<file path="src/rtl/spi_pkg.sv">
// -----------------------------------------------------------------------------
// spi_pkg
// Shared definitions for the SPI master controller and the matching SPI slave:
//   - command encodings carried in the two top frame bits
//   - master FSM state enumeration
//   - frame / data widths and the bit-counter width
// -----------------------------------------------------------------------------
package spi_pkg;

  localparam int FRAME_W = 10;  // MOSI frame width {cmd, payload}, no select bit
  localparam int DATA_W  = 8;   // payload and read-reply width
  // Counts FRAME_W-1, DATA_W-1 and RD_LAT-1 (RD_LAT <= 7); 9 is the maximum.
  localparam int CNT_W   = 4;

  typedef enum logic [1:0] {
    CMD_WR_ADDR = 2'b00,
    CMD_WR_DATA = 2'b01,
    CMD_RD_ADDR = 2'b10,
    CMD_RD_DATA = 2'b11
  } cmd_e;

  typedef enum logic [2:0] {
    IDLE,
    SEL,
    SHIFT,
    WAIT,
    RECV,
    END
  } state_e;

endpackage

</file>
<file path="src/rtl/spi_master_ctrl.sv">
// -----------------------------------------------------------------------------
// spi_master_ctrl
// Single-clock SPI master. One command per start/busy handshake: sends the
// select bit (cmd[1]) then the 10-bit frame {cmd, wdata} MSB first under SS_n.
// For read-data commands it waits RD_LAT cycles and captures an 8-bit reply
// from MISO, MSB first.
//
// Ports:
//   clk          in   system clock, also the SPI bit clock
//   rst          in   asynchronous active-high reset
//   start        in   host request, sampled only in IDLE
//   cmd[1:0]     in   command (see spi_pkg::cmd_e)
//   wdata[7:0]   in   payload (address or data byte)
//   busy         out  transaction in progress
//   done         out  one-cycle pulse at the end of every transaction
//   rdata[7:0]   out  last captured read reply
//   rdata_valid  out  one-cycle pulse with done, read-data commands only
//   SS_n         out  slave select, active low
//   MOSI         out  serial data to slave
//   MISO         in   serial data from slave
//
// Timing (edge T = accept): state_q leads the registered outputs by one edge,
// so SS_n falls at T+1 (select bit), frame bits appear at T+2..T+11, and done
// rises at T+12 (writes / read-address) or T+20+RD_LAT (read-data).
// -----------------------------------------------------------------------------
module spi_master_ctrl
  import spi_pkg::*;
#(
  parameter int RD_LAT = 2  // idle cycles between last MOSI bit and first MISO bit, 1..7
) (
  input  logic              clk,
  input  logic              rst,
  input  logic              start,
  input  logic [1:0]        cmd,
  input  logic [DATA_W-1:0] wdata,
  output logic              busy,
  output logic              done,
  output logic [DATA_W-1:0] rdata,
  output logic              rdata_valid,
  output logic              SS_n,
  output logic              MOSI,
  input  logic              MISO
);

  state_e              state_q, state_d;
  logic [CNT_W-1:0]    cnt_q, cnt_d;
  logic [FRAME_W-1:0]  frame_q, frame_d;
  cmd_e                cmd_q, cmd_d;
  logic [DATA_W-1:0]   rx_q, rx_d;
  logic [DATA_W-1:0]   rdata_q, rdata_d;
  logic                ss_n_q, ss_n_d;
  logic                mosi_q, mosi_d;
  logic                busy_q, busy_d;
  logic                done_q, done_d;
  logic                rv_q, rv_d;

  // Next-state and next-output logic. Outputs are decoded from the current
  // state and registered, which gives the one-edge offset between state and pins.
  always_comb begin
    // NOTE: every signal gets a default before the case so no path leaves one
    // unassigned; a missing default here would infer a latch.
    state_d = state_q;
    cnt_d   = cnt_q;
    frame_d = frame_q;
    cmd_d   = cmd_q;
    rx_d    = rx_q;
    rdata_d = rdata_q;
    ss_n_d  = 1'b1;
    mosi_d  = 1'b0;
    busy_d  = 1'b0;
    done_d  = 1'b0;
    rv_d    = 1'b0;

    unique case (state_q)
      IDLE: begin
        if (start) begin
          frame_d = {cmd, wdata};
          cmd_d   = cmd_e'(cmd);
          cnt_d   = CNT_W'(FRAME_W - 1);
          state_d = SEL;
        end
      end

      SEL: begin
        ss_n_d  = 1'b0;
        busy_d  = 1'b1;
        mosi_d  = frame_q[FRAME_W-1];  // cmd[1] doubles as the read/write select bit
        cnt_d   = CNT_W'(FRAME_W - 1);
        state_d = SHIFT;
      end

      SHIFT: begin
        ss_n_d  = 1'b0;
        busy_d  = 1'b1;
        mosi_d  = frame_q[FRAME_W-1];
        frame_d = frame_q << 1;
        if (cnt_q == '0) begin
          if (cmd_q == CMD_RD_DATA) begin
            cnt_d   = CNT_W'(RD_LAT - 1);
            state_d = WAIT;
          end else begin
            state_d = END;
          end
        end else begin
          cnt_d = cnt_q - 1'b1;
        end
      end

      WAIT: begin
        ss_n_d = 1'b0;
        busy_d = 1'b1;
        if (cnt_q == '0) begin
          cnt_d   = CNT_W'(DATA_W - 1);
          state_d = RECV;
        end else begin
          cnt_d = cnt_q - 1'b1;
        end
      end

      RECV: begin
        ss_n_d = 1'b0;
        busy_d = 1'b1;
        rx_d   = {rx_q[DATA_W-2:0], MISO};
        if (cnt_q == '0) begin
          state_d = END;
        end else begin
          cnt_d = cnt_q - 1'b1;
        end
      end

      END: begin
        busy_d = 1'b1;
        done_d = 1'b1;
        if (cmd_q == CMD_RD_DATA) begin
          rv_d    = 1'b1;
          rdata_d = rx_q;  // rdata holds across every other command
        end
        cnt_d   = '0;
        state_d = IDLE;
      end

      default: state_d = IDLE;
    endcase
  end

  // NOTE: sequential state uses non-blocking assignments so every register
  // samples the pre-edge values computed above, independent of statement order.
  // NOTE: the datapath registers are reset too, so a frame abandoned by reset
  // leaves nothing stale behind for the next transaction.
  always_ff @(posedge clk or posedge rst) begin
    if (rst) begin
      state_q <= IDLE;
      cnt_q   <= '0;
      frame_q <= '0;
      cmd_q   <= CMD_WR_ADDR;
      rx_q    <= '0;
      rdata_q <= '0;
      ss_n_q  <= 1'b1;
      mosi_q  <= 1'b0;
      busy_q  <= 1'b0;
      done_q  <= 1'b0;
      rv_q    <= 1'b0;
    end else begin
      state_q <= state_d;
      cnt_q   <= cnt_d;
      frame_q <= frame_d;
      cmd_q   <= cmd_d;
      rx_q    <= rx_d;
      rdata_q <= rdata_d;
      ss_n_q  <= ss_n_d;
      mosi_q  <= mosi_d;
      busy_q  <= busy_d;
      done_q  <= done_d;
      rv_q    <= rv_d;
    end
  end

  assign SS_n        = ss_n_q;
  assign MOSI        = mosi_q;
  assign busy        = busy_q;
  assign done        = done_q;
  assign rdata_valid = rv_q;
  assign rdata       = rdata_q;

endmodule

</file>
<file path="config.mk">
export PLATFORM = sky130hd
export DESIGN_NAME = spi_master_ctrl
export DESIGN_NICKNAME = d
export VERILOG_FILES = /design/src/rtl/spi_pkg.sv /design/src/rtl/spi_master_ctrl.sv
export SDC_FILE = /design/constraint.sdc
export NUM_CORES = 1
export LEC_CHECK = 0
export CAP_MARGIN = 20
export CORE_MARGIN = 1
export CORE_UTILIZATION = 53
export DETAILED_ROUTE_END_ITERATION = 8
export GPL_TIMING_DRIVEN = 0
export PLACE_DENSITY = 0.79
export SKIP_LAST_GASP = 1
export SLEW_MARGIN = 20
export SYNTH_ARGS = -nofsm -noshare
export SYNTH_HDL_FRONTEND = slang
export SYNTH_SLANG_ARGS = --single-unit
</file>
<file path="constraint.sdc">
create_clock -name clk -period 2.04 [get_ports clk]
set_clock_uncertainty 0.15 [all_clocks]
set_input_delay 0.204 -clock clk [delete_from_list [all_inputs] [get_ports clk]]
set_output_delay 0.204 -clock clk [all_outputs]
set_load 0.05 [all_outputs]
</file>
* Word level (Yosys, flattened, before mapping)
Index checks and enable logic that the tools add are counted.
** Word-level totals
- Input bits :: 14
- Memory bits (read-only) :: 0
- Bits in writable memories :: 0
- Logic and storage cells :: 56
- Memories kept :: 0
- Output and inout port bits :: 13
- Latch bits :: 0
- Flip-flop bits (word level) :: 40
** Cells by class
- Magnitude comparators :: 0
- $mul :: 0
- Divide/modulo/power cells :: 0
- Reductions and logical operators :: 12
- Equal/unequal tests :: 12
- $add $sub $neg :: 1
- Shift operators :: 0
- Muxes and demuxes :: 20
- Bitwise logic cells :: 0
** Operators with widths (number)
- 4-bit one-hot mux with 6 select lines :: 1
- 4-bit 2-to-1 mux :: 5
- 10-bit one-hot mux with 2 select lines :: 1
- 3-bit 2-to-1 mux :: 5
- 3-bit one-hot mux with 5 select lines :: 1
- 10-bit 2-to-1 mux :: 1
- 2-bit inequality test (second input constant) :: 5
- 4-bit AND reduction :: 2
- 3-bit by 2-bit == test with 1-bit output (second input constant) :: 2
- 3-bit == test (second input constant) :: 2
- 1-bit 2-to-1 mux :: 6
- 2-bit AND reduction :: 3
- 6-bit nonzero test :: 1
- 5-bit OR reduction :: 1
- 4-bit logical NOT :: 1
- 4-bit OR reduction :: 1
- 4-bit by 1-bit subtractor with 4-bit output (second input constant) :: 1
- 3-bit by 1-bit == test with 1-bit output (second input constant) :: 1
- 3-bit logical NOT :: 1
- 3-bit inequality test (second input constant) :: 1
- 2-bit == test (second input constant) :: 1
- 2-bit nonzero test :: 1
- 2-bit OR reduction :: 1

* Depth between registers and ports, before layout
- Word-level depth :: 4
- Gate-level depth with buffers :: 6
- Depth with buffers taken out :: 6

* Worst setup path after synthesis
No wires, ideal clock.
- Path kind :: reg2reg
- Start :: register state_q[2]
- End :: register cnt_q[0]
- Stages on the path, launching flop included :: 7
- Library setup time :: 0.132 ns
- Clock period less this slack :: 1.873 ns
- Setup slack :: 0.167 ns
- Arrival :: 1.591 ns
- Data required time :: 1.758 ns
- Path buffers :: 1
- Cells stage by stage :: dfrtp_1 -> buf_6 -> inv_1 -> ha_1 -> a311o_1 -> a211oi_1 -> a211oi_1
** On the way
- Word-level cells in the longest chain between the ends :: 3
- Elaborated cells between the ends (all ways) :: 12
- Classes of those cells :: 8 x eq/ne; 1 x mux; 3 x reduce/logical
** Ends and longest elaborated chain
- start: declaration :: line spi_master_ctrl.sv:45 : state_e state_q, state_d;
- start signal: assignment :: line spi_master_ctrl.sv:164 : state_q <= state_d;
- 3-bit == test (tied with other cells) :: line spi_master_ctrl.sv:74 : unique case (state_q)
- 6-bit nonzero test (no source line) (tied with other cells)
- 4-bit AND reduction (no source line)
- end signal: assignment :: line spi_master_ctrl.sv:165 : cnt_q <= cnt_d;
- end: declaration :: line spi_master_ctrl.sv:46 : logic [CNT_W-1:0] cnt_q, cnt_d;
Several ways; a longest one is shown, not always the timed one.
A chain may end at the register's enable or synchronous reset.

* Worst setup path in the final report
Ends and elaborated chain as after synthesis.

==> flow_summary_export.csv <==
group,metric,value,unit
status,run_status,"finished clean",
clocking,maximum_count_of_clock_buffers_along_a_single_path,2,
pwr,cellLeakagePower,1.06,nW
place,place.detailed.instances,247,
grt,global_route_usage_sum,20.0,%
logic_synthesis,synth.net_count,191,
layout,layout.filler_cells,281,
sta,hold_violations,0,
die,core_area,3360,um^2
sta,post-route-period-util,95.7,%
logic_synthesis,mappedNetlistArea,1890,um^2
grt,grt_start_max_net_pins,24,
logic_synthesis,synthDominantAreaCellType,"sky130_fd_sc_hd__dfrtp_1",
critical_path,cp_cell_sequence,"buf_6 > clkinvlp_4 > ha_2 > a311o_1 > a211oi_1 > a211oi_1",
logic_synthesis,synthesis.area_per_instance,10.9,um^2
clocking,cts.repair_timing.setup_buffer_count,0,
route,firstDrtPassIters,4,
critical_path,crit_path_end_kind,"flop",
route,total_wirelength_of_the_detailed_routed_design,3360,um
logic_synthesis,synth_enable_flop_cells,0,
logic_synthesis,ys_top_cells_by_area,"sky130_fd_sc_hd__dfrtp_1, sky130_fd_sc_hd__nand2_1, sky130_fd_sc_hd__mux2i_1",
sta,final-setup-viol-count,0,
critical_path,cp_slowest_stage_delay,0.42,ns
die,floorplan.die.width,61.7,um
critical_path,cp_data_arrival_time,2.01,ns
die,fp.dieArea,3810,um^2
grt,grt_first_pass_wirelength,5470,um
logic_synthesis,synth_top_area_share,51.7,%
logic_synthesis,synth_cells,174,
logic_synthesis,seq_area_frac_synth,53.1,%
job,number_of_max_cap_violations,0,
critical_path,critical_path_peak_fanout,10,
route,drc_errors,0,
route,dr.first_iter.drc_count,57,
sta,fin_crit,1.95,ns
layout,post_route_cells_drive_above_1_share,14.9,%
place,hpwl,2490,um
pwr,pwr_density_cell,1370,nW/um^2
die,placementRows,21,
route,routed-via-count,1378,
grt,number_of_global_route_vias_before_repair,1256,
clocking,cts-buffers-inserted,5,
clocking,cts.sink_count,40,
sta,timing.slew.headroom,59.4,%
place,port_buffers,26,
critical_path,cp_slowest_cell,"sky130_fd_sc_hd__dfrtp_2",
clocking,worst_skew_pair_later_pin_latency,0.32,ns
route,ant_nets,0,
sta,maxClockFrequency,512,MHz
layout,final_net_count,225,
layout,layout.cells.most_common,"sky130_fd_sc_hd__dfrtp_1",
layout,antenna_diode_instance_count,0,
critical_path,crit_path_frequent_cell,"sky130_fd_sc_hd__a211oi_1",
min_path,holdCritPathClass,"primary input to async pin",
clocking,tritoncts,"yes",
logic_synthesis,synth-seq-cells,40,
pwr,post-layout-total-power,3.15,mW
grt,grt_remaining_overflow,0,
logic_synthesis,synth.distinct_cells,40,
layout,area_delta_synth_final,21.9,%
logic_synthesis,ys_async_sr_fraction,100,%
critical_path,cp.required,2.09,ns
critical_path,worstRegToRegCells,6,
layout,mostFrequentLayoutCells,"sky130_fd_sc_hd__dfrtp_1, sky130_fd_sc_hd__nand2_1, sky130_fd_sc_hd__clkdlybuf4s50_1",
die,die_h,61.7,um
critical_path,startpoint_type_of_the_worst_setup_path,"flop",
sta,report.final.slew_viol_count,0,
layout,sequential_cell_area,1000,um^2
die,initial_core_util,56.1,%
route,post_drt_wl_per_cell,13.2,um
logic_synthesis,yosys_most_used_dff,"sky130_fd_sc_hd__dfrtp_1",
sta,max_slew.worst_pin.slew,0.600,ns
place,gp_routability_congestion,0.886,
grt,grt_antenna_before_repair,0,
critical_path,critPathKind,"flop to flop",
clocking,clk_pin_slew_worst_paths,0.10,ns
pwr,worst_ir_drop_vdd,0.798,mV
layout,multiInputGateArea,827,um^2
clocking,cts_root_buf,"sky130_fd_sc_hd__clkbuf_4",
clocking,htreeDepth,2,
layout,post_layout_nonfiller_instances,254,
clocking,ctsHoldBuffers,0,
logic_synthesis,synthesis.yosys.warnings,0,
die,number_of_top_level_pins,27,
route,drt-vias-per-instance,5.43,
==> worst max-delay path: cells and delay by family, from the launching register on <==
family,cells,cell delay (ns)
compound gates,3,0.62
flops,1,0.42
fa+ha+maj,1,0.34
buf+inv,2,0.31
==> cells in the mapped netlist (2+ instances only) <==
library cell	number
sky130_fd_sc_hd__nor2_1	8
sky130_fd_sc_hd__buf_2	5
sky130_fd_sc_hd__nand2b_1	2
sky130_fd_sc_hd__inv_1	6
sky130_fd_sc_hd__and3_1	2
sky130_fd_sc_hd__a21o_1	2
sky130_fd_sc_hd__mux2i_1	9
sky130_fd_sc_hd__o41ai_2	2
sky130_fd_sc_hd__dfrtp_1	39
sky130_fd_sc_hd__a31oi_1	2
sky130_fd_sc_hd__nor2b_1	3
sky130_fd_sc_hd__a21oi_1	3
sky130_fd_sc_hd__o21ai_0	13
sky130_fd_sc_hd__a22oi_1	2
sky130_fd_sc_hd__mux2_1	7
sky130_fd_sc_hd__mux2_2	2
sky130_fd_sc_hd__ha_1	3
sky130_fd_sc_hd__nor3_1	3
sky130_fd_sc_hd__buf_6	2
sky130_fd_sc_hd__a211oi_1	3
sky130_fd_sc_hd__nand2_1	37
==> through the flow <==
step / hold slack (ns) / cell area, um^2 / worst slack (ns) / utilization, % / TNS [ns]
global route: 0.0422 / 2300 / -0.00502 / 68.5 / -0.00502
CTS: 0.0359 / 2280 / 0.0150 / 67.9 / 0
detailed placement: 0.301 / 2230 / 0.0141 / 66.4 / 0
floorplan: 0.159 / 1890 / 0.167 / - / 0
finish: 0.0378 / 2300 / 0.0881 / 68.5 / 0
global placement: 0.298 / 2210 / -0.0102 / 65.6 / -0.364
==> area by class of cell <==
type / instances / area share, %
Tap cell: 46 / 2.50
Clock buffer: 6 / 1.79
Buffer: 8 / 2.23
Timing Repair Buffer: 27 / 12.6
Sequential cell: 40 / 43.6
Inverter: 6 / 1.14
Clock inverter: 1 / 0.217
Multi-Input combinational cell: 120 / 35.9
==> final timing paths <==
kind / from / end / slack, ns
hold / removal: rst / frame_q[2] / 0.04
setup reg to reg: state_q[2] / cnt_q[0] / 0.09
min in group clk: MISO / rx_q[0] / 0.27
hold reg to reg: frame_q[9] / frame_q[9] / 0.32
max in group asynchronous: rst / SS_n / 1.19
setup / recovery: state_q[2] / cnt_q[0] / 0.09
==> metal layers <==
| layer | track usage [%] | part of all wire (%) |
|---|---|---|
| met1 | 24.4 | 44 |
| met2 | 34.6 | 51 |
| met3 | 5.67 | 3.2 |
| met4 | 5.71 | 1.2 |
| met5 | 0 | 0 |
==> flip-flops by register name, summed over array words and instances (netlist names) <==
signal and cells:
rdata_valid 1, rdata 8, frame_q 10, cmd_q 2
rx_q 8, MOSI 1, busy 1, SS_n 1
state_q 3, cnt_q 4, done 1
==> kinds of logic (layout without fill, tap and decap cells) <==
logic type,count (synthesis),count (layout),synth area share (%)
xor+xnor,2,2,0.928
buf+inv,14,48,3.91
flops,40,40,53.1
fa+ha+maj,3,3,1.99
mux,19,19,10.9
simple gates,64,64,17.3
compound gates,32,32,11.9
==> what timing repair did <==
action                                  4_1_cts  5_1_grt
endpoints found under the setup margin        1        5
gates cloned                                  0        0
pin swaps                                     0        0
gates resized for setup                       1        6
==> where the power goes <==
part | leakage, nW | switching (mW) | internal [mW]
Sequential | 0.519 | 0.213 | 1.06
Clock | 0.0281 | 0.220 | 0.127
Combinational | 0.516 | 0.893 | 0.641
Total | 1.06 | 1.33 | 1.82
No activity file was read; power rests on OpenSTA's default activity.
